File: config.mk
export PLATFORM = sky130hd
export DESIGN_NAME = fir_sample_feeder
export DESIGN_NICKNAME = d
export VERILOG_FILES = /design/src/rtl/fir_sample_feeder.sv
export SDC_FILE = /design/constraint.sdc
export NUM_CORES = 1
export LEC_CHECK = 0
export BUFFER_PORTS_ARGS = -buffer_cell sky130_fd_sc_hd__buf_2
export CAP_MARGIN = 10
export CORE_UTILIZATION = 40
export DETAILED_ROUTE_END_ITERATION = 16
export SYNTH_ARGS = -nofsm -noshare
export SYNTH_HDL_FRONTEND = slang
export SYNTH_SLANG_ARGS = --single-unit
File: constraint.sdc
create_clock -name clk -period 8.6 [get_ports clk]
set_input_delay 2.15 -clock clk [delete_from_list [all_inputs] [get_ports clk]]
set_output_delay 2.15 -clock clk [all_outputs]
set_load 0.005 [all_outputs]
File: src/rtl/fir_sample_feeder.sv
// Sample FIFO and issue sequencer ahead of the serial FIR filter: buffers
// samples, issues one input_valid pulse at a time, and has a completion watchdog.
module fir_sample_feeder #(
  parameter int WIDTH   = 8,
  parameter int DEPTH   = 16,
  parameter int ADDR_W  = 4,
  parameter int TIMEOUT = 255
) (
  input  logic              clk,
  input  logic              rst,
  input  logic [WIDTH-1:0]  s_data,
  input  logic              s_valid,
  output logic              s_ready,
  input  logic              clr_flags,
  output logic [WIDTH-1:0]  fir_data,
  output logic              fir_valid,
  input  logic              fir_done,
  output logic              busy,
  output logic [ADDR_W:0]   level,
  output logic [7:0]        drop_cnt,
  output logic              timeout_flag
);

  typedef enum logic [1:0] {
    ST_IDLE  = 2'd0,
    ST_ISSUE = 2'd1,
    ST_WAIT  = 2'd2
  } state_t;

  localparam logic [ADDR_W:0] LEVEL_FULL = (ADDR_W+1)'(DEPTH);
  localparam logic [7:0]      WDOG_LIMIT = 8'(TIMEOUT);

  logic [WIDTH-1:0]  mem_q [DEPTH];
  logic [ADDR_W-1:0] wr_ptr_q, wr_ptr_d;
  logic [ADDR_W-1:0] rd_ptr_q, rd_ptr_d;
  logic [ADDR_W:0]   level_q, level_d;
  state_t            state_q, state_d;
  logic [WIDTH-1:0]  fir_data_q;
  logic [7:0]        wdog_q, wdog_d;
  logic [7:0]        drop_cnt_q, drop_cnt_d;
  logic              timeout_q, timeout_d;
  logic              push, pop, drop, expire;

  // Readiness comes from the registered level, so a same-cycle pop never frees a slot.
  assign s_ready = (level_q != LEVEL_FULL);
  assign push    = s_valid && s_ready;
  assign drop    = s_valid && !s_ready;
  assign pop     = (state_q == ST_IDLE) && (level_q != '0);

  assign fir_data     = fir_data_q;
  assign fir_valid    = (state_q == ST_ISSUE);
  assign busy         = (state_q != ST_IDLE);
  assign level        = level_q;
  assign drop_cnt     = drop_cnt_q;
  assign timeout_flag = timeout_q;

  always_ff @(posedge clk) begin
    if (push) begin
      mem_q[wr_ptr_q] <= s_data;
    end
  end

  always_comb begin
    state_d = state_q;
    wdog_d  = wdog_q;
    expire  = 1'b0;
    case (state_q)
      ST_IDLE: begin
        if (pop) begin
          state_d = ST_ISSUE;
        end
      end
      ST_ISSUE: begin
        state_d = ST_WAIT;
        wdog_d  = '0;
      end
      ST_WAIT: begin
        if (fir_done) begin
          state_d = ST_IDLE;
        end else begin
          wdog_d = wdog_q + 8'd1;
          if (wdog_q + 8'd1 == WDOG_LIMIT) begin
            state_d = ST_IDLE;
            expire  = 1'b1;
          end
        end
      end
      default: begin
        state_d = ST_IDLE;
      end
    endcase
  end

  always_comb begin
    wr_ptr_d = push ? wr_ptr_q + 1'b1 : wr_ptr_q;
    rd_ptr_d = pop  ? rd_ptr_q + 1'b1 : rd_ptr_q;
    level_d  = level_q;
    case ({push, pop})
      2'b10:   level_d = level_q + 1'b1;
      2'b01:   level_d = level_q - 1'b1;
      default: level_d = level_q;
    endcase

    // A drop or expiry in the clearing cycle is still recorded.
    drop_cnt_d = drop_cnt_q;
    if (clr_flags) begin
      drop_cnt_d = drop ? 8'd1 : 8'd0;
    end else if (drop && (drop_cnt_q != 8'hFF)) begin
      drop_cnt_d = drop_cnt_q + 8'd1;
    end
    timeout_d = expire || (timeout_q && !clr_flags);
  end

  always_ff @(posedge clk or posedge rst) begin
    if (rst) begin
      state_q    <= ST_IDLE;
      wdog_q     <= '0;
      wr_ptr_q   <= '0;
      rd_ptr_q   <= '0;
      level_q    <= '0;
      drop_cnt_q <= '0;
      timeout_q  <= 1'b0;
      fir_data_q <= '0;
    end else begin
      state_q    <= state_d;
      wdog_q     <= wdog_d;
      wr_ptr_q   <= wr_ptr_d;
      rd_ptr_q   <= rd_ptr_d;
      level_q    <= level_d;
      drop_cnt_q <= drop_cnt_d;
      timeout_q  <= timeout_d;
      if (pop) begin
        fir_data_q <= mem_q[rd_ptr_q];
      end
    end
  end

endmodule

==> results.tsv, run 1 <==
stage	metric	value	unit
clock_tree	numCtsBuffers	17	
clock_tree	hold_buffers	0	
clock_tree	clock_latency	0.42	ns
die	start_util	40.9	%
yosys	syn_area_per_cell	16.2	µm²
timing	timing.final.ws_setup	4.33	ns
detailed_routing	dr.pass1.iters	4	
timing	finalHoldViolCount	0	
worst_setup_path	cpLargestDelayFamily	compound AO/OA/AOI/OAI gates	
worst_setup_path	r2r-start	level[1]	
global_routing	grt_pass1_wl	21.5	mm
power_and_ir_drop	peakVddDrop	0.169	mV
die	ioPinCount	38	
die	num_rows	48	
yosys	syn_area	0.00707	mm²
timing	setup_viol	0	
worst_setup_path	cp.arrival	4.58	ns
worst_setup_path	worst_path_largest_cell_delay	0.73	ns
clock_tree	cts_tree	yes	
timing	rsz0062_at_grt	no	
die	die-area	0.0182	mm²
worst_setup_path	required	8.91	ns
power_and_ir_drop	power	2.58	mW
timing	finalWorstPathRequiredPeriod	4.27	ns
clock_tree	htreeDepth	4	
timing	finalHoldWorstSlack	0.510	ns
worst_setup_path	cp_slowest_cell	a21boi_1	
yosys	synth.top_cell.area_share	54.4	%
yosys	synth-seq-area-share	68.6	%
final_layout	num_antenna_cells	0	
yosys	synth_edf_count	128	
power_and_ir_drop	cellPowerDensity	321	mW/mm²
detailed_routing	wl	13.5	mm
yosys	synth_ff_type	edfxtp_1	
placed_design	routabilityCongestion	0.870	
die	die_w	135	µm
detailed_routing	drtAntennaViolNets	0	
yosys	async_flop_share	23.8	%
detailed_routing	drc	0	
global_routing	first_global_vias	3857	
worst_setup_path	path_depth	10	
yosys	yosys_warnings	0	
timing	tns	0	ns
detailed_routing	drt-initial-drc-count	269	
yosys	ys_top_cells_by_area	edfxtp_1 54%, dfrtp_1 14%, mux4_2 10%	
timing	period_share	49.7	%
yosys	ys_ff_latch	168	
global_routing	grt_start_max_net_pins	41	
worst_setup_path	timing.rr.end	level[4]	
timing	worst_pin_slew	1.17	ns
worst_setup_path	crit_fanout	9	
timing	fmax	234	MHz
yosys	syn-num-nets	460	
worst_hold_path	hold_start	fir_data[7]	
placed_design	place_ws	3.94	ns
worst_setup_path	path_common_cell	ha_1	
clock_tree	cts_buffer_depth	2	
clock_tree	clock_sinks	168	
clock_tree	clkSlewWorstSetupHoldPaths	0.06	ns
worst_setup_path	critPathLaunchType	input pin	
die	coreArea	0.0173	mm²
global_routing	grtUsageTotal	16.2	%
worst_setup_path	critical_path_class	in2reg	
detailed_routing	wl_per_cell	18.9	µm
timing	fin_skew	0.00629	ns
worst_setup_path	crit_buf_inv	2	
detailed_routing	vias	3830	
clock_tree	root_buffer	clkbuf_16	
outcome	status	finished clean	
worst_hold_path	holdPathEnd	fir_data[7]	
final_layout	layout.nets	499	
final_layout	area_growth	13.6	%
worst_setup_path	end_kind	register	
die	die_h	135	µm
worst_hold_path	hp-class	reg2reg	
worst_setup_path	cp_cell_sequence	buf_2 > a21boi_1 > inv_1 > ha_1 > xor2_1 > ha_1 > o211a_1 > o31ai_1 > a31oi_1 > xnor2_1	
clock_tree	cts_setup_buffers	0	
clock_tree	cts_resized	0	
placed_design	hpwlAfterDp	8.55	mm
worst_setup_path	reg2reg_depth	10	
worst_setup_path	rrSetupSlack	5.23	ns
power_and_ir_drop	leakage	2.88	nW
yosys	synth.distinct_cells	45	
placed_design	numPortBuffers	37	
global_routing	grt_overflow	0	
yosys	syn-instance-count	435	
timing	drv_slew	0	
final_layout	drive_gt1_share	22.6	%
global_routing	antenna_found_initial	0	
worst_hold_path	holdPathStages	1	
worst_setup_path	startpoint	s_valid	
run	maxCapViolations	0	
timing	timing.slew.headroom	21.5	%
yosys	yosysTopAreaCell	edfxtp_1	
detailed_routing	viasPerCell	5.38	
[worst reg2reg max path: cells and delay by family (launching register included)]
family                   cells  cell delay (ns)
XOR/XNOR                     2             0.33
flip-flops                   1             0.49
buffers and inverters        1             0.23
adder cells (fa/ha/maj)      2             0.58
AND/OR/NAND/NOR              1             0.47
AO/OA/AOI/OAI                4             1.16
[per-stage QoR]
step / utilization [%] / std cells / area (µm²)
finish: 46.4 / 712 / 8030
global route: 46.4 / 712 / 8030
CTS: 46.4 / 711 / 8020
detailed placement: 43.1 / 679 / 7460
global placement: 43.1 / 679 / 7460
floorplan: - / 435 / 7070
[cell usage in the layout (no fill, tap or decap), drive strengths merged, types with 8 or more instances in the layout]
cell type and instances:
edfxtp 128, buf 43, dfrtp 40, mux4 32
a21oi 21, nor2 19, nand2 18, clkbuf 18
o21ai 17, ha 12, inv 12, clkinv 11
nor2b 9, a211o 9, a22o 9, xnor2 9
nand3 9, mux2i 8
[cells by family after synthesis]
family	after synthesis	synth area share [%]
multiplexers	41	11.5
flip-flops	168	68.6
XOR/XNOR	13	1.61
adder cells (fa/ha/maj)	12	2.12
AO/OA/AOI/OAI	72	6.68
AND/OR/NAND/NOR	93	7.17
buffers and inverters	36	2.37
[metal layers]
metal | part of all wire [%] | vias to the layer above | GRT usage [%]
li1 | - | 1775 | -
met1 | 47 | 1954 | 22.0
met2 | 49 | 87 | 25.8
met3 | 3.1 | 14 | 3.38
met4 | 1.1 | 0 | 5.62
met5 | 0 | - | 0
[flip-flops by register name (all words and copies together) (netlist names)]
register / count
fir_data: 8
drop_cnt: 8
mem_q: 128
level: 5
rd_ptr_q: 4
wr_ptr_q: 4
wdog_q: 8
state_q: 2
timeout_flag: 1
[layout make-up]
type	count	area [µm²]
Fill cell	1501	9270
Sequential cell	168	4850
Clock inverter	15	135
Multi-Input combinational cell	231	2050
Timing Repair Buffer	44	238
Inverter	12	45.0
Tap cell	225	282
Clock buffer	17	425
[synth_stat cells (all sizes together), types with 2 or more instances]
cell type	number
nand3	9
nand4	5
nor2	19
nand2b	7
inv	12
ha	12
edfxtp	128
nor3	5
a31oi	2
and4	2
o21ai	17
mux2i	8
a21oi	21
o31ai	6
xnor2	9
or4	3
clkbuf	11
buf	13
and3	3
nor2b	9
a22o	9
a21o	2
xor2	4
dfrtp	40
and2	2
nand2	18
a211o	9
or3	5
or2	2
mux4	32
[report_power, final]
| part | switching [mW] | total, mW | internal (mW) |
|---|---|---|---|
| Clock | 0.303 | 0.725 | 0.422 |
| Combinational | 0.399 | 0.756 | 0.357 |
| Sequential | 0.0954 | 1.10 | 1.00 |
[how the worst max path moves through the flow]
stage                  end  slack (ns)
6_report          level[4]        4.33
5_1_grt           level[4]        4.19
4_1_cts        mem_q[3][5]        4.37
3_5_place_dp   mem_q[3][2]        3.94
3_3_place_gp      level[4]        4.02
2_1_floorplan     level[4]        4.43
Note: power is estimated with default switching activity, not from simulation.
==> run 2, diff against run 1 <==
Clock period 8.6 ns to 4.16 ns, I/O delays scaled along.
==> run 2 against run 1 <==
Register-to-register slack lost 4.1 ns. Power grew 100%. Critical path depth stayed put. Clock skew rose by 0.0026 ns. Non-clock buffer count is 3 higher. Worst hold slack worse by 0.0016 ns. Core utilization decreased by 0.058 points. Highest routed layer unchanged.
==> results.tsv, run 2 (same netlist as run 1, synthesis figures left out) <==
stage	metric	value	unit
outcome	status	finished clean	
clock_tree	hold_buffers	0	
die	ioPinCount	38	
detailed_routing	vias	3882	
timing	timing.slew.headroom	37.9	%
die	start_util	40.9	%
clock_tree	clock_latency	0.42	ns
timing	worst_pin_slew	0.932	ns
worst_hold_path	hp-class	reg2reg	
worst_setup_path	cp.arrival	3.35	ns
final_layout	drive_gt1_share	23.3	%
worst_setup_path	required	4.46	ns
placed_design	hpwlAfterDp	8.97	mm
global_routing	grtUsageTotal	15.5	%
clock_tree	clock_sinks	168	
worst_setup_path	crit_fanout	9	
power_and_ir_drop	peakVddDrop	0.354	mV
placed_design	routabilityCongestion	0.889	
timing	tns	0	ns
clock_tree	root_buffer	clkbuf_16	
power_and_ir_drop	leakage	2.88	nW
clock_tree	cts_tree	yes	
clock_tree	cts_setup_buffers	0	
final_layout	final_cell_area	0.00802	mm²
power_and_ir_drop	cellPowerDensity	656	mW/mm²
final_layout	area_growth	13.4	%
placed_design	placed_cell_area	0.00749	mm²
global_routing	grt_overflow	0	
die	coreArea	0.0173	mm²
final_layout	mostFrequentLayoutCell	edfxtp_1	
clock_tree	clkSlewWorstSetupHoldPaths	0.06	ns
detailed_routing	viasPerCell	5.43	
timing	fin_skew	0.00890	ns
detailed_routing	drtAntennaViolNets	0	
detailed_routing	drc	0	
timing	fmax	329	MHz
global_routing	antenna_found_initial	0	
timing	setup_viol	0	
clock_tree	cts_resized	0	
timing	rsz0062_at_grt	no	
die	die_w	135	µm
run	maxCapViolations	0	
timing	drv_slew	0	
final_layout	final_cell_mix	128 x edfxtp_1, 39 x dfrtp_1, 37 x buf_2, 32 x mux4_2, 21 x a21oi_1	
worst_setup_path	critPathLaunchType	input pin	
worst_setup_path	critical_path_class	in2reg	
global_routing	grt_pass1_wl	20.9	mm
die	num_rows	48	
timing	finalHoldViolCount	0	
detailed_routing	wl_per_cell	18.4	µm
detailed_routing	dr.pass1.iters	4	
die	die_h	135	µm
clock_tree	cts_buffer_depth	2	
global_routing	first_global_vias	3780	
placed_design	dp.cells	683	
die	die-area	0.0182	mm²
global_routing	grt_start_max_net_pins	41	
timing	period_share	73.1	%
final_layout	layout.nets	502	
clock_tree	numCtsBuffers	17	
final_layout	largest_register_ffs	128	
detailed_routing	wl	13.1	mm
clock_tree	htreeDepth	4	
final_layout	final_cells	715	
final_layout	n_fill_cell	1508	
final_layout	num_antenna_cells	0	
timing	finalWorstPathRequiredPeriod	3.04	ns
worst_setup_path	end_kind	register	
final_layout	top_register	mem_q	
placed_design	numPortBuffers	37	
detailed_routing	drt-initial-drc-count	276	
run 2: area by class of cell:
class / count / area (µm²) / area share [%]
clock inverters: 13 / 95.1 / 1.19
repair buffers: 47 / 260 / 3.25
multi-input cells: 231 / 2050 / 25.6
clock buffers: 19 / 433 / 5.40
well taps: 225 / 282 / 3.51
flip-flops and latches: 168 / 4850 / 60.5
inverters: 12 / 45.0 / 0.562
run 2: worst paths after layout:
path | depth (start not counted) | from | slack, ns | end
worst min-delay path | 1 | fir_data[4] | 0.51 | fir_data[4]
max in group asynchronous | 3 | rst | 3.05 | rd_ptr_q[0]
worst max-delay path | 10 | s_valid | 1.12 | level[4]
min in group asynchronous | 3 | rst | 0.72 | fir_data[6]
worst min register to register | 1 | fir_data[4] | 0.51 | fir_data[4]
worst max register to register | 11 | level[1] | 1.14 | level[4]
run 2: stage by stage:
step	hold WS (ns)	setup WS (ns)	power, mW	util (%)
detailed placement	0.494	0.690	3.90	43.3
global route	0.535	0.855	5.56	46.3
global placement	0.487	0.766	3.86	43.3
finish	0.508	1.12	5.26	46.3
CTS	0.515	1.12	5.32	46.3
floorplan	0.479	1.10	3.47	-
run 2: routing by layer:
metal	global-route usage (%)	vias up	share of wire (%)
met1	20.9	2003	46
met4	4.68	0	1.2
met3	4.32	13	4.5
li1	-	1775	-
met5	0	-	0
met2	24.4	91	49
run 2: power by group:
part / leakage (nW) / total (mW) / internal, mW / switching, mW
registers: 1.67 / 2.39 / 2.07 / 0.325
logic: 0.958 / 1.46 / 0.757 / 0.698
clock network: 0.258 / 1.41 / 0.769 / 0.645
run 2: critical path, cell delays in order:
cell and delay (ns):
buf_2 0.12, a21boi_1 0.60, inv_1 0.15, ha_1 0.36, xor2_1 0.19, ha_1 0.23
o211a_1 0.22, o31ai_1 0.21, a31oi_1 0.08, xnor2_1 0.15
==> run 3, diff against run 2 <==
Clock period 4.16 ns to 2.93 ns, I/O delays scaled along.
==> run 3 against run 2 <==
Clock-buffer cell count down 1. Sequential power rose by 36%. Clock skew is 0.0064 ns higher. Core utilization grew 1.1 points. First-iteration DRC count fell by 33%. Clock power is 62% higher. Global-route usage up 0.29 points. Sequential cell count unchanged. Non-clock buffer count up 14. Largest cell class unchanged.
==> results.tsv, run 3 (same netlist as run 1, synthesis figures left out) <==
stage	metric	value	unit
outcome	status	finished clean	
final_layout	mostFrequentLayoutCell	edfxtp_1	
power_and_ir_drop	leakage	2.99	nW
worst_setup_path	critPathLaunchType	register	
clock_tree	cts_tree	yes	
die	ioPinCount	38	
worst_setup_path	cp.arrival	2.96	ns
global_routing	grt_start_max_net_pins	41	
die	start_util	40.9	%
timing	period_share	90.1	%
final_layout	multi_input_area	0.00205	mm²
run	maxCapViolations	0	
detailed_routing	dr.pass1.iters	4	
final_layout	layout.nets	516	
placed_design	hpwlAfterDp	8.59	mm
detailed_routing	viasPerCell	5.36	
detailed_routing	wl	13.0	mm
detailed_routing	wl_per_cell	17.9	µm
detailed_routing	drc	0	
final_layout	final_cell_area	0.00820	mm²
final_layout	area_growth	16.1	%
clock_tree	clock_sinks	168	
final_layout	seq_area	0.00485	mm²
detailed_routing	vias	3900	
power_and_ir_drop	peakVddDrop	0.479	mV
die	coreArea	0.0173	mm²
timing	timing.slew.headroom	42.8	%
die	die_h	135	µm
clock_tree	cts_resized	0	
clock_tree	clkSlewWorstSetupHoldPaths	0.07	ns
placed_design	numPortBuffers	37	
worst_setup_path	end_kind	register	
clock_tree	numCtsBuffers	17	
global_routing	grtUsageTotal	15.8	%
detailed_routing	drtAntennaViolNets	0	
detailed_routing	drt-initial-drc-count	184	
final_layout	drive_gt1_share	25.8	%
die	die-area	0.0182	mm²
timing	finalHoldWorstSlack	0.425	ns
final_layout	largest_register_ffs	128	
timing	worst_pin_slew	0.857	ns
global_routing	grt_overflow	0	
clock_tree	root_buffer	clkbuf_16	
timing	finalWorstPathRequiredPeriod	2.64	ns
global_routing	grt_pass1_wl	21.4	mm
die	num_rows	48	
worst_setup_path	required	3.25	ns
placed_design	placed_cell_area	0.00760	mm²
worst_setup_path	crit_fanout	9	
timing	fmax	379	MHz
clock_tree	clock_latency	0.43	ns
timing	drv_slew	0	
timing	finalHoldViolCount	0	
final_layout	num_antenna_cells	0	
clock_tree	cts_setup_buffers	0	
global_routing	first_global_vias	4029	
global_routing	antenna_found_initial	0	
worst_setup_path	rrSetupSlack	0.29	ns
timing	setup_viol	0	
timing	fin_skew	0.0153	ns
final_layout	n_fill_cell	1480	
clock_tree	cts_buffer_depth	2	
final_layout	final_cell_mix	128 x edfxtp_1, 39 x dfrtp_1, 37 x buf_2, 32 x mux4_2, 23 x buf_4	
power_and_ir_drop	cellPowerDensity	949	mW/mm²
placed_design	routabilityCongestion	0.841	
clock_tree	htreeDepth	4	
timing	rsz0062_at_grt	no	
worst_setup_path	critical_path_class	reg2reg	
die	die_w	135	µm
timing	tns	0	ns
clock_tree	hold_buffers	0	
worst_hold_path	hp-class	in2async	
final_layout	top_register	mem_q	
run 3: changes by cell type in the layout (fill, tap and decap cells not counted), sizes merged:
cell      previous run  this run
clkinvlp             1         2
bufinv               0         3
clkinv               8         5
inv                 16        15
buf                 47        61
clkbuf              19        18
run 3: power breakdown:
group / internal [mW] / switching (mW) / total, mW
clock network: 1.35 / 0.930 / 2.28
logic: 1.13 / 1.12 / 2.24
registers: 2.94 / 0.326 / 3.26
total: 5.41 / 2.38 / 7.79
run 3: path summary, 6_finish.rpt:
check                                  from  cells past startpoint          end
worst max-delay path               level[1]                     10     level[4]
worst min-delay path                    rst                      3  fir_data[6]
worst max register to register     level[1]                     10     level[4]
worst min register to register  fir_data[5]                      1  fir_data[5]
max in group asynchronous               rst                      3  rd_ptr_q[0]
min in group clk                fir_data[5]                      1  fir_data[5]
run 3: metrics by stage:
step / total power, mW / worst slack (ns) / utilization (%) / std cells
floorplan: 4.93 / 0.162 / - / 435
global placement: 5.52 / 0.410 / 44.0 / 697
detailed placement: 5.59 / 0.327 / 44.0 / 697
CTS: 7.89 / 0.301 / 47.4 / 728
global route: 8.24 / 0.0612 / 47.4 / 728
finish: 7.79 / 0.289 / 47.4 / 728
run 3: final cells by class:
type                    count  area share (%)
clock buffers              18            5.23
inverters                  12           0.549
well taps                 225            3.43
clock inverters            13            2.07
multi-input cells         231            25.0
repair buffers             61            4.61
flip-flops and latches    168            59.1
run 3: routing by layer:
layer	up-vias	GRT usage, %	wire (µm)
met1	2021	20.3	5940
met4	0	4.74	78
met3	10	4.24	463
met5	-	0	0
li1	1801	-	-
met2	68	26.1	6570
run 3: critical path, stage by stage (launching register included):
cell and delay [ns]:
dfrtp_1 0.49, nor4_4 0.44, a21o_1 0.20, inv_1 0.09, ha_1 0.22, buf_4 0.17
ha_1 0.33, o211a_1 0.13, o31ai_1 0.22, a31oi_1 0.09, xnor2_1 0.14
